File: src/rtl/mode_toggle_arbiter_pkg.sv
// mode_toggle_arbiter_pkg: shared widths, mode codes, hold-off default and gesture states
package mode_toggle_arbiter_pkg;
    localparam int DEF_MODE_WIDTH = 3;
    localparam int DEF_MAX_WIDTH = 32;
    localparam int TOGGLE_HOLDOFF = 16;
    typedef enum logic [DEF_MODE_WIDTH-1:0] {
        OFF_MODE, FIRST_MODE, SECOND_MODE, THIRD_MODE,
        FOURTH_MODE, FIFTH_MODE, SIXTH_MODE, SET_MODE
    } mode_e;
    typedef enum logic {G_IDLE, G_ARMED} gest_state_e;
endpackage

File: src/rtl/mode_toggle_arbiter_gesture_seq_detector.sv
// gesture_seq_detector: first-then-second gesture within a window, cancelled by mode change
module gesture_seq_detector
    import mode_toggle_arbiter_pkg::*;
#(
    parameter int MODE_WIDTH = DEF_MODE_WIDTH,
    parameter int NUM_MODES = 2 ** MODE_WIDTH,
    parameter int WIN_WIDTH = DEF_MAX_WIDTH
) (
    input  logic                  clk,
    input  logic                  rstn,
    input  logic [MODE_WIDTH-1:0] current_mode,
    input  logic                  gest_first,
    input  logic                  gest_second,
    input  logic [NUM_MODES-1:0]  gest_mode_mask,
    input  logic [WIN_WIDTH-1:0]  gest_window,
    input  logic                  block,
    output logic                  gest_hit,
    output logic                  gest_armed
);
    gest_state_e           state_q, state_d;
    logic                  first_q, second_q;
    logic [MODE_WIDTH-1:0] mode_q;
    logic [WIN_WIDTH-1:0]  cnt_q, cnt_d;
    logic [WIN_WIDTH:0]    elapsed;
    logic                  first_rise, second_rise, mode_ok, mode_chg, arm_ok, in_win;

    assign first_rise = gest_first & ~first_q;
    assign second_rise = gest_second & ~second_q;
    assign mode_ok = 32'(current_mode) < NUM_MODES;
    assign mode_chg = current_mode != mode_q;
    assign arm_ok = mode_ok && gest_mode_mask[current_mode] && !block;
    // cnt_q holds cycles since the arming edge minus one, so elapsed is the true distance
    assign elapsed = {1'b0, cnt_q} + {{WIN_WIDTH{1'b0}}, 1'b1};
    assign in_win = elapsed < {1'b0, gest_window};
    assign gest_armed = state_q == G_ARMED;

    // Edge history, registered mode copy, FSM state and window counter
    always_ff @(posedge clk or negedge rstn) begin
        if (!rstn) begin
            state_q <= G_IDLE;
            first_q <= 1'b0;
            second_q <= 1'b0;
            mode_q <= '0;
            cnt_q <= '0;
        end else begin
            state_q <= state_d;
            first_q <= gest_first;
            second_q <= gest_second;
            mode_q <= current_mode;
            cnt_q <= cnt_d;
        end
    end

    // Next state: cancel on mode change, hit inside window, restart on re-edge, else time out
    always_comb begin
        state_d = state_q;
        cnt_d = cnt_q;
        gest_hit = 1'b0;
        if (state_q == G_IDLE) begin
            state_d = first_rise && arm_ok ? G_ARMED : G_IDLE;
            cnt_d = '0;
        end else if (mode_chg) begin
            state_d = G_IDLE;
        end else if (second_rise && in_win) begin
            gest_hit = 1'b1;
            state_d = G_IDLE;
        end else if (first_rise) begin
            cnt_d = '0;
        end else if (!in_win) begin
            state_d = G_IDLE;
        end else begin
            cnt_d = elapsed[WIN_WIDTH-1:0];
        end
    end
endmodule

File: src/rtl/mode_toggle_arbiter.sv
// mode_toggle_arbiter: masked, prioritised, held-off toggle pulse from sources and a gesture
module mode_toggle_arbiter
    import mode_toggle_arbiter_pkg::*;
#(
    parameter int NUM_SRC = 4,
    parameter int MODE_WIDTH = DEF_MODE_WIDTH,
    parameter int NUM_MODES = 2 ** MODE_WIDTH,
    parameter int WIN_WIDTH = DEF_MAX_WIDTH,
    parameter int HOLDOFF_CYCLES = TOGGLE_HOLDOFF
) (
    input  logic                           clk,
    input  logic                           rstn,
    input  logic [MODE_WIDTH-1:0]          current_mode,
    input  logic [NUM_SRC-1:0]             src_req,
    input  logic [NUM_SRC*NUM_MODES-1:0]   src_mode_mask,
    input  logic                           gest_first,
    input  logic                           gest_second,
    input  logic [NUM_MODES-1:0]           gest_mode_mask,
    input  logic [WIN_WIDTH-1:0]           gest_window,
    output logic                           toggle,
    output logic [$clog2(NUM_SRC+1)-1:0]   toggle_src,
    output logic                           holdoff_busy,
    output logic                           gest_armed
);
    localparam int SRC_W = $clog2(NUM_SRC + 1);
    localparam int HW = HOLDOFF_CYCLES > 0 ? $clog2(HOLDOFF_CYCLES + 1) : 1;

    logic [NUM_SRC-1:0] src_req_q, rise, qreq;
    logic               started_q, toggle_q, toggle_d, gest_hit, mode_ok;
    logic [SRC_W-1:0]   toggle_src_q, toggle_src_d, win;
    logic [HW-1:0]      hold_q, hold_d;

    assign rise = src_req & ~src_req_q;
    assign mode_ok = 32'(current_mode) < NUM_MODES;
    assign holdoff_busy = |hold_q;
    assign toggle = toggle_q;
    assign toggle_src = toggle_src_q;

    for (genvar s = 0; s < NUM_SRC; s++) begin : g_qreq
        logic [NUM_MODES-1:0] row;
        assign row = src_mode_mask[s*NUM_MODES +: NUM_MODES];
        assign qreq[s] = rise[s] & mode_ok & row[current_mode] & ~holdoff_busy & started_q;
    end

    gesture_seq_detector #(
        .MODE_WIDTH(MODE_WIDTH),
        .NUM_MODES (NUM_MODES),
        .WIN_WIDTH (WIN_WIDTH)
    ) u_gest (
        .clk           (clk),
        .rstn          (rstn),
        .current_mode  (current_mode),
        .gest_first    (gest_first),
        .gest_second   (gest_second),
        .gest_mode_mask(gest_mode_mask),
        .gest_window   (gest_window),
        .block         (holdoff_busy | ~started_q),
        .gest_hit      (gest_hit),
        .gest_armed    (gest_armed)
    );

    // Request history, first-cycle suppression, toggle pulse, winner and hold-off counter
    always_ff @(posedge clk or negedge rstn) begin
        if (!rstn) begin
            src_req_q <= '0;
            started_q <= 1'b0;
            toggle_q <= 1'b0;
            toggle_src_q <= '0;
            hold_q <= '0;
        end else begin
            src_req_q <= src_req;
            started_q <= 1'b1;
            toggle_q <= toggle_d;
            toggle_src_q <= toggle_src_d;
            hold_q <= hold_d;
        end
    end

    // Lowest index wins, gesture last; losers are dropped and hold-off reloads on every pulse
    always_comb begin
        win = SRC_W'(NUM_SRC);
        for (int i = NUM_SRC - 1; i >= 0; i--)
            win = qreq[i] ? SRC_W'(i) : win;
        toggle_d = |qreq | gest_hit;
        toggle_src_d = toggle_d ? win : toggle_src_q;
        hold_d = toggle_d ? HW'(HOLDOFF_CYCLES) : (holdoff_busy ? hold_q - HW'(1) : hold_q);
    end
endmodule

File: config.mk
export PLATFORM = sky130hd
export DESIGN_NAME = mode_toggle_arbiter
export DESIGN_NICKNAME = d
export VERILOG_FILES = /design/src/rtl/mode_toggle_arbiter_pkg.sv /design/src/rtl/mode_toggle_arbiter_gesture_seq_detector.sv /design/src/rtl/mode_toggle_arbiter.sv
export SDC_FILE = /design/constraint.sdc
export NUM_CORES = 1
export LEC_CHECK = 0
export CELL_PAD_IN_SITES_DETAIL_PLACEMENT = 0
export CELL_PAD_IN_SITES_GLOBAL_PLACEMENT = 2
export CORE_ASPECT_RATIO = 0.5
export CORE_MARGIN = 2
export CORE_UTILIZATION = 31
export DETAILED_ROUTE_END_ITERATION = 10
export PLACE_DENSITY_LB_ADDON = 0.1
export SYNTH_ARGS = -nofsm -noshare
export SYNTH_HDL_FRONTEND = slang
export SYNTH_SLANG_ARGS = --single-unit
File: constraint.sdc
create_clock -name clk -period 5.11 [get_ports clk]
set_input_delay 1.022 -clock clk [delete_from_list [all_inputs] [get_ports clk]]
set_output_delay 1.022 -clock clk [all_outputs]
set_load 0.05 [all_outputs]
# Yosys cells after proc, flatten, opt, wreduce, memory -nomap -nowiden
# Index checks and enable logic that the tools add are counted.
# word_totals
output_inout_bits,6
ff_bits,52
# classes
addsub,2
n_reduce_logical,8
bitwise_logic,22
muxes,30
magnitude_cmp,2
eq_ne,4
# ops
op,count
2-to-1 mux 32 bit,5
"adder 32 x 1 -> 33 bit, second input constant",1
< comparator 33 x 32 -> 1 bit,1
binary-select mux 1 bit (select 3 bit),5
bitwise AND 1 bit,14
2-to-1 mux 1 bit,14
2-to-1 mux 3 bit,4
2-to-1 mux 5 bit,2
OR reduction 5 bit,1
"subtractor 5 x 1 -> 5 bit, second input constant",1
bitwise AND 4 bit,1
"< comparator 3 x 4 -> 1 bit, second input constant",1
"!= test 2 bit, second input constant",2
NOT 1 bit,4
NOT 4 bit,1
OR reduction 4 bit,1
logical AND 1 bit,3
!= test 3 bit,1
"!= test 3 bit, second input constant",1
AND reduction 3 bit,1
bitwise OR 1 bit,2
nonzero test 2 bit,1
logical NOT 1 bit,1

# Longest topological paths before layout
# Gate-level depths: netlist (run 1).
# logic_depth
ltp_word,9
mapped_depth,16
ltp_nobuf,15

# By module
# From an unflattened synthesis (run 1), not the netlist that was laid out.
# hier_totals
cells_unflattened,437
hier_area_um2,4141.5
# by_module_without_submodules
module,cells_each,seq_area_each_um2,n_inst,area_per_inst_um2
gesture_seq_detector,363,950.9,1,3196.8
mode_toggle_arbiter,74,350.3,1,944.7

# Worst setup path after synthesis (run 1)
# OpenSTA, ideal clock, no wires.
# synth_timing
path_type,flip-flop to flip-flop
start,register u_gest.cnt_q[0]
end,register u_gest.cnt_q[29]
path_buffers,1
arrival_ps,3647
setup_slack_ps,1337
setup_ps,126
path_stages_with_launch,17
path_cell_list,dfrtp_1 > ha_1 > nand3_1 > nor4_2 > nand4_1 > nor2_1 > nor2b_1 > or2_2 > ha_1 > nand4_1 > nor4_1 > a2bb2oi_1 > a21oi_2 > o211a_4 > a311oi_4 > buf_6 > a221o_1
# synth_between
elab_chain_len,6
elab_cells_between_ends,11
# synth_rtl
element,line_no,text
start: declaration,mode_toggle_arbiter_gesture_seq_detector.sv:23,"logic [WIN_WIDTH-1:0] cnt_q, cnt_d;"
start signal: assignment,mode_toggle_arbiter_gesture_seq_detector.sv:50,cnt_q <= cnt_d;
adder 32 x 1 -> 33 bit *,mode_toggle_arbiter_gesture_seq_detector.sv:33,"assign elapsed = {1'b0, cnt_q} + {{WIN_WIDTH{1'b0}}, 1'b1};"
"parallel branches: the longest is 5 deep, another holds < comparator 33 x 32 -> 1 bit",-,
# Every way passes the cells marked *. The select of a mux whose other input is x is not followed.
# A chain may end at the register's enable or synchronous reset.

# Final worst setup path (run 1)
# layout_timing
start,register u_gest.cnt_q[0]
end,register u_gest.cnt_q[7]
# Same word-level chain as after synthesis.

==> metrics.yaml, run 1 <==
clock_path_buffers: 2
synth_top_area_cell: "dfrtp_1"
drtIter0Drc: 123
critical_path_class: "reg2reg"
portBuffers: 88
crit_path_max_fanout: 20
clk_latency_ns: 0.29
layout.nets: 608
peakVddDrop_v: 0.000128
grt_pass1_wl_um: 17000
p_leak_nw: 2.45
dieArea_um2: 13600
core_um2: 12100
relSlewSlack: 0.354
final_cell_mix: "87 x clkdlybuf4s50_1, 52 x dfrtp_1, 38 x inv_1"
dieWidth_um: 163
reg2reg_from: "u_gest.cnt_q[0]"
ys.flop_type: "dfrtp_1"
rows: 28
status: "completed"
async_reset_ff_frac: 1.00
seq_area_frac_synth: 0.332
cts_setup_buffers: 0
cts.clk_slew.worst_paths_ns: 0.07
worst_pin_slew_ns: 0.964
synth-seq-cells: 52
num_vias: 3316
synth_warnings: 0
final_area_um2: 5140
syn2layout_area_growth_pct: 31.1
final_common_cell: "clkdlybuf4s50_1"
power.density_nw_per_um2: 211
stdcell_count: 658
ant_nets: 0
grt_max_degree: 53
drive_above_1_share: 0.0974
setup_viol: 0
clock.fmax_mhz: 213
min_from: "hold_q[4]"
dpl.cell_count: 649
ctsRootBufferMaster: "clkbuf_16"
routed_via_density: 5.04
cts_max_level: 2
fin_worst_skew_ns: 0.00553
critPathRequiredTime_ns: 5.29
finalWeightedCongestion: 0.717
cts_buffers: 5
overflow: 0
worstReg2RegEnd: "u_gest.cnt_q[7]"
initial_core_util: 0.324
worstRegToRegCells: 16
worstPathArrival_ns: 4.86
ios: 89
maxCapViolations: 0
antenna_found_initial: 0
hold_path_depth: 1
critPathLaunchType: "flop"
min_period_over_period: 0.917
synth_area_leaders: "dfrtp_1 33%, ha_1 11%, mux4_2 5.7%, xnor2_1 4.2%, inv_1 3.6%"
pre_cts_ws_ns: 0.316
timing.final.ws_setup_ns: 0.424
synthesis.instances: 403
hpwl_um: 8020
synth_top_area_frac: 0.332
holdPathEnd: "hold_q[4]"
fillCellCount: 1200
drc: 0
endpoint_kind: "flop"
fin_util: 0.425
syn_area_per_cell_um2: 9.73
grt_pass1_vias: 3419
rsz0062_at_grt: "false"
wl_um: 10200
clock_sinks: 52
tns_ns: 0
finalHoldViolations: 0
routedWlPerCell_um: 15.6
ctsResizeCount: 0
maxSlewViolCount: 0
synth_edf_count: 0
syn_area_um2: 3920
place_area_um2: 4980
worstHoldPathType: "reg2reg"
ys_types: 60
period_needed_ns: 4.69
die_y_um: 83.5
cts_tree: "done"
firstDrtPassIters: 4
antennaDiodeCount: 0
synthesis.nets: 519
r2r_setup_slack_ns: 0.42
gr-usage-all-layers: 0.158
hold_buffers: 0
worst max-delay path: stages (launching register included):
cell and delay (ns):
dfrtp_1 0.42, ha_1 0.25, nand3_1 0.16, nor4_2 0.53, nand4_1 0.23, nor2_1 0.20, nor2b_1 0.07, or2_2 0.31
ha_1 0.31, nand4_1 0.14, nor4_2 0.47, a2bb2oi_1 0.15, a21oi_2 0.41, o211a_4 0.24, a311oi_4 0.05, buf_4 0.25
a221o_1 0.36
report_power, final:
group,total (W),internal [W],switching (W)
logic,0.000277,0.000143,0.000134
registers,0.000466,0.000446,0.0000196
clock network,0.000341,0.000181,0.000160
total,0.00108,0.000770,0.000313
metal layers:
metal | track usage | wire length [um]
met5 | 0 | 0
met2 | 0.251 | 4410
met4 | 0.0193 | 43
met1 | 0.214 | 5070
met3 | 0.0541 | 727
worst max path at each step:
stage,startpoint,end,slack [ns],cells after the start
2_1_floorplan,u_gest.cnt_q[0],u_gest.cnt_q[29],1.34,16
3_3_place_gp,u_gest.cnt_q[0],u_gest.cnt_q[22],0.47,16
3_5_place_dp,u_gest.cnt_q[0],u_gest.cnt_q[27],0.32,15
4_1_cts,u_gest.cnt_q[0],u_gest.cnt_q[22],0.30,16
5_1_grt,u_gest.cnt_q[0],u_gest.cnt_q[0],0.06,16
6_report,u_gest.cnt_q[0],u_gest.cnt_q[7],0.42,16
cell families after synthesis:
| group | count (synthesis) | share of synthesized area |
|---|---|---|
| buf+inv | 53 | 0.0597 |
| simple gates | 142 | 0.206 |
| xor+xnor | 27 | 0.0603 |
| compound gates | 77 | 0.157 |
| mux | 18 | 0.0785 |
| flops | 52 | 0.332 |
| fa+ha+maj | 33 | 0.105 |
| other cells | 1 | 0.000957 |
layout make-up:
class	instances	area [um2]	share of cell area
well taps	165	206	0.0402
inverters	38	143	0.0278
clock buffers	5	125	0.0244
clock inverters	3	18.8	0.00365
repair buffers	96	936	0.182
flip-flops and latches	52	1300	0.253
multi-input cells	299	2410	0.469
registers in the layout, indices dropped and copies added (netlist names), 3 cells and up:
register and flops:
src_req_q 4, toggle_src 3, hold_q 5, u_gest.cnt_q 32, u_gest.mode_q 3
metrics by stage:
step / hold WS, ns / power, W
after detailed placement: 0.487 / 0.000753
after CTS: 0.505 / 0.00110
after floorplan: 0.470 / 0.000629
after global placement: 0.481 / 0.000753
final: 0.502 / 0.00108
after global routing: 0.520 / 0.00115
cells in the mapped netlist, drive strengths merged, types with 3 or more instances:
library cell / number
nor3: 6
a22o: 12
and3: 19
clkbuf: 5
a221o: 11
o21ai: 10
or3: 4
mux4: 10
or2: 3
a21o: 8
nand2b: 6
xor2: 8
dfrtp: 52
a21oi: 11
nor2: 23
and4: 3
ha: 33
buf: 10
nor2b: 5
xnor2: 19
nand2: 30
a211oi: 3
nor4: 5
nand4: 13
nand3: 12
mux2i: 6
inv: 38
nor4b: 3
a21boi: 6
Power figures use the tool's default switching activity.
==> run 2: changes to the inputs <==
--- a/config.mk
+++ b/config.mk
@@ -10,8 +10,10 @@
 export CORE_ASPECT_RATIO = 0.5
 export CORE_MARGIN = 2
 export CORE_UTILIZATION = 31
+export CTS_CLUSTER_DIAMETER = 120
 export DETAILED_ROUTE_END_ITERATION = 10
 export PLACE_DENSITY_LB_ADDON = 0.1
+export SKIP_CTS_REPAIR_TIMING = 1
 export SYNTH_ARGS = -nofsm -noshare
 export SYNTH_HDL_FRONTEND = slang
 export SYNTH_SLANG_ARGS = --single-unit
==> results of run 2 <==
No change in the layout: final DEF, timing and power equal those of run 1.
==> run 3: changes to the inputs <==
--- a/config.mk
+++ b/config.mk
@@ -9,7 +9,7 @@
 export CELL_PAD_IN_SITES_GLOBAL_PLACEMENT = 2
 export CORE_ASPECT_RATIO = 0.5
 export CORE_MARGIN = 2
-export CORE_UTILIZATION = 31
+export CORE_UTILIZATION = 30
 export CTS_CLUSTER_DIAMETER = 120
 export DETAILED_ROUTE_END_ITERATION = 10
 export PLACE_DENSITY_LB_ADDON = 0.1
==> run 3 against run 2 <==
Global-route usage decreased by 0.52 points. Clock skew is 0.0015 ns lower. Largest power group unchanged. Clock power about the same. Highest routed layer unchanged.
==> metrics.yaml, run 3 (synthesis gave the netlist of run 1 again) <==
reg_top3: "u_gest.cnt_q x32, hold_q x5, src_req_q x4"
clock_path_buffers: 2  # unchanged
p_switching_w: 0.000313  # -0.19%
routedWlPerCell_um: 15.5  # -0.59%
drc: 0  # unchanged
grt_pass1_wl_um: 17300  # +1.4%
final_area_um2: 5130  # about the same
layout.nets: 605  # -0.49%
worstHoldPathType: "reg2reg"
core_um2: 12700  # +5.1%
maxCapViolations: 0  # unchanged
rows: 29  # +3.6%
grt_pass1_vias: 3397  # -0.64%
critPathLaunchType: "flop"
clock_sinks: 52  # unchanged
worstPathCellList: "ha_1 > nand3_1 > nor4_2 > buf_4 > nand3_1 > or3_1 > nand2_1 > ha_1 > a21oi_1 > o21ai_0 > a221oi_1 > nand3b_2 > nor3_4 > buf_12 > a21boi_0 > a21o_1"
place_area_um2: 4990  # +0.33%
peakVddDrop_v: 0.000113  # -12%
ant_nets: 0  # unchanged
crit_family: "simple AND/OR/NAND/NOR gates"
dieArea_um2: 14100  # +3.2%
maxSlewViolCount: 0  # unchanged
finalWeightedCongestion: 0.731  # +2.0%
finalHoldViolations: 0  # unchanged
portBuffers: 88  # unchanged
dieWidth_um: 166  # +1.6%
critPathSlowestCell: "nor3_4"
clock.fmax_mhz: 222  # +4.3%
final_common_cell: "clkdlybuf4s50_1"
cts_tree: "done"
swShare: 0.288  # -0.000908
pwr-share-clk: 0.316  # about the same
rsz0062_at_grt: "false"
worstPathArrival_ns: 4.73  # -0.13 ns
ctsRootBufferMaster: "clkbuf_16"
largest_reg_flops: 32  # unchanged
cts_buffers: 5  # unchanged
crit_path_max_fanout: 27  # +35%
p_int_w: 0.000772  # +0.25%
critical_path_class: "reg2reg"
drive_above_1_share: 0.0857  # -0.0116
status: "completed"
cpPeakStageDelay_ns: 0.68  # +0.15 ns
critPathRequiredTime_ns: 5.34  # +0.05 ns
fin_worst_skew_ns: 0.00400  # -0.00153 ns
gr-usage-all-layers: 0.153  # -0.00521
grt_max_degree: 53  # unchanged
p_leak_nw: 2.44  # -0.52%
power.density_nw_per_um2: 211  # +0.17%
drtIter0Drc: 120  # -2.4%
initial_core_util: 0.309  # -0.0157
die_y_um: 84.8  # +1.6%
num_vias: 3252  # -1.9%
firstDrtPassIters: 4  # unchanged
endpoint_kind: "flop"
tns_ns: 0  # unchanged
cp.buffers_inverters: 2  # +1
period_needed_ns: 4.49  # -0.191 ns
cts_max_level: 2  # unchanged
largest_register: "u_gest.cnt_q"
relSlewSlack: 0.494  # +0.140
syn2layout_area_growth_pct: 31.0  # about the same
power_frac_comb: 0.255  # about the same
wl_um: 10200  # -0.28%
cts.clk_slew.worst_paths_ns: 0.07  # about the same
seqPwrFrac: 0.429  # about the same
antennaDiodeCount: 0  # unchanged
worst_pin_slew_ns: 0.756  # -0.208 ns
setup_viol: 0  # unchanged
hpwl_um: 7840  # -2.2%
antenna_found_initial: 0  # unchanged
final_cell_mix: "87 x clkdlybuf4s50_1, 52 x dfrtp_1, 38 x inv_1"
min_period_over_period: 0.880  # -0.0374
routed_via_density: 4.93  # -2.2%
clk_latency_ns: 0.29  # about the same
overflow: 0  # unchanged
ios: 89  # unchanged
-- run 3: cell count changes in the layout (fill, tap and decap cells not counted) --
cell      change
nor4_2        -1
clkbuf_1      +2
nor3_2        -1
buf_12        +2
nor4_1        +1
buf_4         -4
clkinv_2      -2
-- run 3: path summary, 6_finish.rpt --
| path | from | endpoint | slack [ns] | depth (start not counted) |
|---|---|---|---|---|
| hold reg to reg | hold_q[4] | hold_q[4] | 0.50 | 1 |
| hold / removal | hold_q[4] | hold_q[4] | 0.50 | 1 |
| min in group asynchronous | rstn | u_gest.mode_q[0] | 0.86 | 2 |
| max in group asynchronous | rstn | u_gest.cnt_q[26] | 3.78 | 2 |
| setup / recovery | u_gest.cnt_q[0] | u_gest.cnt_q[28] | 0.62 | 16 |
| setup reg to reg | u_gest.cnt_q[0] | u_gest.cnt_q[28] | 0.62 | 16 |
-- run 3: layer usage --
layer  vias up  share of wire  track usage
li1       1646              -            -
met1      1510           0.50        0.209
met2        91           0.41        0.241
met3         5          0.077       0.0532
met4         0         0.0049       0.0213
met5         -              0            0
-- run 3: worst reg2reg max path: cells and delay by family (launching register included) --
family | cells | cell delay (ns)
buf+inv | 2 | 0.44
compound gates | 5 | 1.03
flops | 1 | 0.43
fa+ha+maj | 2 | 0.50
simple gates | 7 | 2.06
-- run 3: stage by stage --
step,power (W),hold slack (ns),instances,util,setup slack (ns)
final,0.00109,0.500,660,0.404,0.615
after global placement,0.000754,0.479,652,0.393,0.673
after floorplan,0.000629,0.470,403,-,1.34
after CTS,0.00110,0.504,660,0.404,0.600
after detailed placement,0.000753,0.487,652,0.393,0.635
after global routing,0.00115,0.523,660,0.404,0.150
-- run 3: layout make-up --
type / count / area [um2]
Fill cell: 1286 / 7560
Multi-Input combinational cell: 298 / 2390
Sequential cell: 52 / 1300
Timing Repair Buffer: 94 / 946
Tap cell: 170 / 213
Inverter: 38 / 143
Clock buffer: 7 / 133
Clock inverter: 1 / 8.76
-- run 3: power groups by stage --
stage               clock (W)  combinational (W)  sequential, W
finish               0.000343           0.000276       0.000466
global route         0.000372           0.000309       0.000471
CTS                  0.000351           0.000280       0.000466
detailed placement          0           0.000279       0.000474
global placement            0           0.000279       0.000474
floorplan                   0           0.000126       0.000502
